--- config.mk ---
export PLATFORM = sky130hd
export DESIGN_NAME = present_cipher
export DESIGN_NICKNAME = d
export VERILOG_FILES = /design/src/rtl/present_pkg.sv /design/src/rtl/present_sbox.sv /design/src/rtl/present_cipher.sv
export SDC_FILE = /design/constraint.sdc
export NUM_CORES = 1
export LEC_CHECK = 0
export BUFFER_PORTS_ARGS = -buffer_cell sky130_fd_sc_hd__buf_2
export CORE_MARGIN = 2
export CORE_UTILIZATION = 55
export CTS_CLUSTER_DIAMETER = 40
export DETAILED_ROUTE_END_ITERATION = 7
export GPL_TIMING_DRIVEN = 0
export PLACE_DENSITY = 0.77
export SYNTH_ARGS = -nofsm -noshare
export SYNTH_HDL_FRONTEND = slang
export SYNTH_SLANG_ARGS = --single-unit
export TNS_END_PERCENT = 100
--- constraint.sdc ---
create_clock -name clk -period 2.93 [get_ports clk]
set_clock_uncertainty 0.1 [all_clocks]
set_input_delay 0 -clock clk [delete_from_list [all_inputs] [get_ports clk]]
set_output_delay 0 -clock clk [all_outputs]
set_load 0.1 [all_outputs]
--- src/rtl/present_pkg.sv ---
// Shared constants, state encoding and S-box table for the PRESENT-80 core.
package present_pkg;

  localparam int ROUNDS  = 31;
  localparam int BLOCK_W = 64;
  localparam int KEY_W   = 80;

  typedef logic [1:0] state_t;
  localparam state_t ST_IDLE = 2'd0;
  localparam state_t ST_RUN  = 2'd1;
  localparam state_t ST_DONE = 2'd2;

  // Nibble n of this constant holds S(n): 0..F -> C,5,6,B,9,0,A,D,3,E,F,8,4,7,1,2
  localparam logic [63:0] SBOX_TABLE = 64'h2174_8FE3_DA09_B65C;

  function automatic logic [3:0] sbox_lookup(input logic [3:0] x);
    logic [63:0] t;
    t = SBOX_TABLE;
    return t[{x, 2'b00} +: 4];
  endfunction

endpackage

--- src/rtl/present_sbox.sv ---
// 4-bit PRESENT substitution box, purely combinational.
module present_sbox
  import present_pkg::*;
(
  input  logic [3:0] din,
  output logic [3:0] dout
);

  assign dout = sbox_lookup(din);

endmodule

--- src/rtl/present_cipher.sv ---
// PRESENT-80 encryption core: one round per enabled clock, 32 cycles from
// accepted prdy to done.
module present_cipher
  import present_pkg::*;
(
  input  logic               clk,
  input  logic               rst,
  input  logic [BLOCK_W-1:0] plaintext,
  input  logic [KEY_W-1:0]   key,
  input  logic               en,
  input  logic               krdy,
  input  logic               prdy,
  output logic [BLOCK_W-1:0] ciphertext,
  output logic               done,
  output logic               start
);

  state_t             fsm;
  logic [4:0]         counter;
  logic [BLOCK_W-1:0] data;
  logic [KEY_W-1:0]   key_reg;
  logic [KEY_W-1:0]   work_key;

  logic [BLOCK_W-1:0] round_key;
  logic [BLOCK_W-1:0] added;
  logic [BLOCK_W-1:0] subbed;
  logic [BLOCK_W-1:0] perm;
  logic [KEY_W-1:0]   rot_key;
  logic [3:0]         key_top;
  logic [KEY_W-1:0]   next_key;
  logic [KEY_W-1:0]   load_key;

  assign round_key = work_key[79:16];
  assign added     = data ^ round_key;
  // A simultaneous krdy supplies the key for the block being accepted.
  assign load_key  = krdy ? key : key_reg;

  for (genvar g = 0; g < 16; g++) begin : g_sbox
    present_sbox u_sbox (
      .din  (added[4*g +: 4]),
      .dout (subbed[4*g +: 4])
    );
  end

  always_comb begin
    perm = '0;
    for (int i = 0; i < 63; i++) begin
      perm[(16 * i) % 63] = subbed[i];
    end
    perm[63] = subbed[63];
  end

  assign rot_key = {work_key[18:0], work_key[79:19]};

  present_sbox u_key_sbox (
    .din  (rot_key[79:76]),
    .dout (key_top)
  );

  assign next_key = {key_top, rot_key[75:20], rot_key[19:15] ^ counter, rot_key[14:0]};

  always_ff @(posedge clk or negedge rst) begin
    if (!rst) begin
      fsm        <= ST_IDLE;
      counter    <= '0;
      data       <= '0;
      key_reg    <= '0;
      work_key   <= '0;
      ciphertext <= '0;
      done       <= 1'b0;
      start      <= 1'b0;
    end else if (en) begin
      start <= 1'b0;
      case (fsm)
        ST_IDLE, ST_DONE: begin
          if (krdy) key_reg <= key;
          if (prdy) begin
            data     <= plaintext;
            work_key <= load_key;
            counter  <= 5'd1;
            done     <= 1'b0;
            start    <= 1'b1;
            fsm      <= ST_RUN;
          end
        end
        ST_RUN: begin
          // Counter returns to 0 after round 31; that cycle applies K32 only.
          if (counter == 5'd0) begin
            ciphertext <= added;
            done       <= 1'b1;
            fsm        <= ST_DONE;
          end else begin
            data     <= perm;
            work_key <= next_key;
            counter  <= (counter == 5'(ROUNDS)) ? 5'd0 : counter + 5'd1;
          end
        end
        default: fsm <= ST_IDLE;
      endcase
    end
  end

endmodule

==> run metrics <==
outcome=finished with violations; violated checks=negative hold slack; routed vias/inst=5.982; commonest non-fill, non-tap cell in the layout=dfrtp_1; Most used DFF post-synth=dfrtp_1; DR vias=15.21k; #FFs+latches synth=297; Final min period=2852 ps; critical path's slowest cell=clkbuf_1; Area growth syn-to-layout=29.22%; share of layout cells above drive strength 1=17.01%; Worst setup EP type=register; Detail Route Antenna Nets=0; CTS tree=done; count of final max-slew check failures=0; residual DRC count=0; Final Cycle Share=between 90% and 100%; # setup viols final=0; Reg2Reg Launch Point=fsm[0]; GRT overflow=0; routability congestion estimate=0.9733; Clock Sinks=297; Synth warnings=0; full die area=30250 µm²; initial antenna violation count=0; final wirelength=around 56000 µm; CP arrival=3210 ps; critical-path cell list=nor2b_1, buf_2, clkbuf_1, clkbuf_2, o311ai_0, a21oi_1; crit-path max FO=10; setup bufs post-CTS=0; vias in the first global route=14.82k; top routing layer used=met4; worst skew pair latency=540 ps; max incr delay on CP=700 ps; row count=62; post-synth top area share=46.80%; most frequent cells in the layout=dfrtp_1, o21ai_0, nand2_1; WHS=-23.42 ps; WL/cell=21.97 µm; mean post-synth cell area=~9.3 µm²; crit path kind=reg2reg; launch point of the worst path=fsm[0]; CTS max path bufs=3; # diodes=0; Least-Margin Pin Slew=1017 ps; Final #Nets=2328; root buffer selected by CTS=clkbuf_16; syn_nets=1919; FMAX=between 300 and 400 MHz; met2 wire len=25960 µm; Rel. slew slack=31.96%; Synth Instances=1714; Initial Util=55.63%; largest cells by area after synthesis=dfrtp_1, o21ai_0, nand2_1, mux2i_1, a21oi_1; WL met3=5710 µm; Max-cap violations=0; # port buffers=213; DRT Pass-1 Iters=6; GR Util All Layers=36.64%; post-synth top area cell=dfrtp_1; largest net degree at the start of global routing=~110; core footprint=28550 µm²; library cells used by synthesis=47; CP Launch Type=register; CTS Buf Count=44; clock input transition at the sequential cells of the worst setup and hold paths=60 ps; Cell Area, Synth=15880 µm²; DP Wirelength=~40000 µm; I/O pin cnt=215; Die W=between 150 and 200 µm; RSZ-0062 raised after global routing=false; Post-Route Setup TNS=0 ps; first-pass GRT wire length=84430 µm; EDFF count, synth=0; sequential fraction of the synthesis area=46.80%; WP data required=3290 ps; Hold Fails Final Rpt=33; first-iteration detailed-routing DRC count=1703; M1 WL=21250 µm; ys async rst share=100.0%; CTS H-tree depth=2; Hold/Removal Path Class=in2async; Die Y=around 170 µm
[per-stage QoR]
stage          setup WS (ps)  util, %  cells  cell area [µm²]
2_1_floorplan          791.3        -   1714            15880
3_3_place_gp           -3803    61.04   2311            17430
3_5_place_dp          -193.5    61.27   2313            17490
4_1_cts                80.27    71.88   2542            20520
5_1_grt                14.96    71.88   2542            20520
6_report               78.27    71.88   2542            20520
[cell families after synthesis]
family          synth area share [%]
compound gates                 18.46
buf+inv                        4.554
fa+ha+maj                      4.412
mux                            9.604
flops                          46.80
xor+xnor                       4.956
simple gates                   11.21
[layer usage]
layer / vias up / GRT usage, %
met2: 869 / 59.99
li1: 6775 / -
met5: - / 0
met4: 0 / 16.74
met3: 171 / 6.146
met1: 7392 / 48.06
[worst paths after layout]
check                                  to  slack, ps  depth (start not counted)
min                        ciphertext[41]        -20                          2
max                              data[12]         80                          6
min in group clk                 data[17]        200                          4
max in group asynchronous     work_key[6]       1290                          4
max reg2reg                      data[12]         80                          6
min reg2reg                ciphertext[38]        370                          2
[critical path, delay by kind of cell (launching register included)]
kind	cells	cell delay, ps
buffers and inverters	3	1440
AND/OR/NAND/NOR	1	140
AO/OA/AOI/OAI	2	680
flip-flops	1	400
[synth_stat cells, drive strengths merged (2+ instances only)]
cell	number
xnor2	57
a31oi	10
and2	6
a21oi	151
inv	66
o22ai	2
xor2	32
buf	36
nor2	124
nor3	2
o311ai	3
nand2b	3
nor2b	3
and3	19
nor3b	4
clkbuf	72
mux4	17
a211oi	27
a211o	4
nand2	267
mux2	17
ha	56
o211ai	13
nand3	4
mux2i	95
o21ai	294
dfrtp	297
o31ai	3
a221o	18
or2	2
[timing repair]
action / CTS / global route
gates cloned: 0 / 0
endpoints found under the hold margin: 378 / 0
gates resized for setup: 2 / 2
endpoints found under the setup margin: 3 / 7
hold buffers: 148 / 0
[area by class of cell]
| class | instances | area [µm²] |
|---|---|---|
| clock inverter | 28 | 346.6 |
| sequential | 297 | 7432 |
| tap | 384 | 480.5 |
| multi-input combinational | 1243 | 7725 |
| fill | 2125 | 8028 |
| buffer | 108 | 479.2 |
| timing repair buffer | 363 | 2613 |
| clock buffer | 53 | 1196 |
| inverter | 66 | 247.7 |
Power is not shown: default switching activity piles up to over one toggle a cycle in this logic, so the estimate is an artifact.
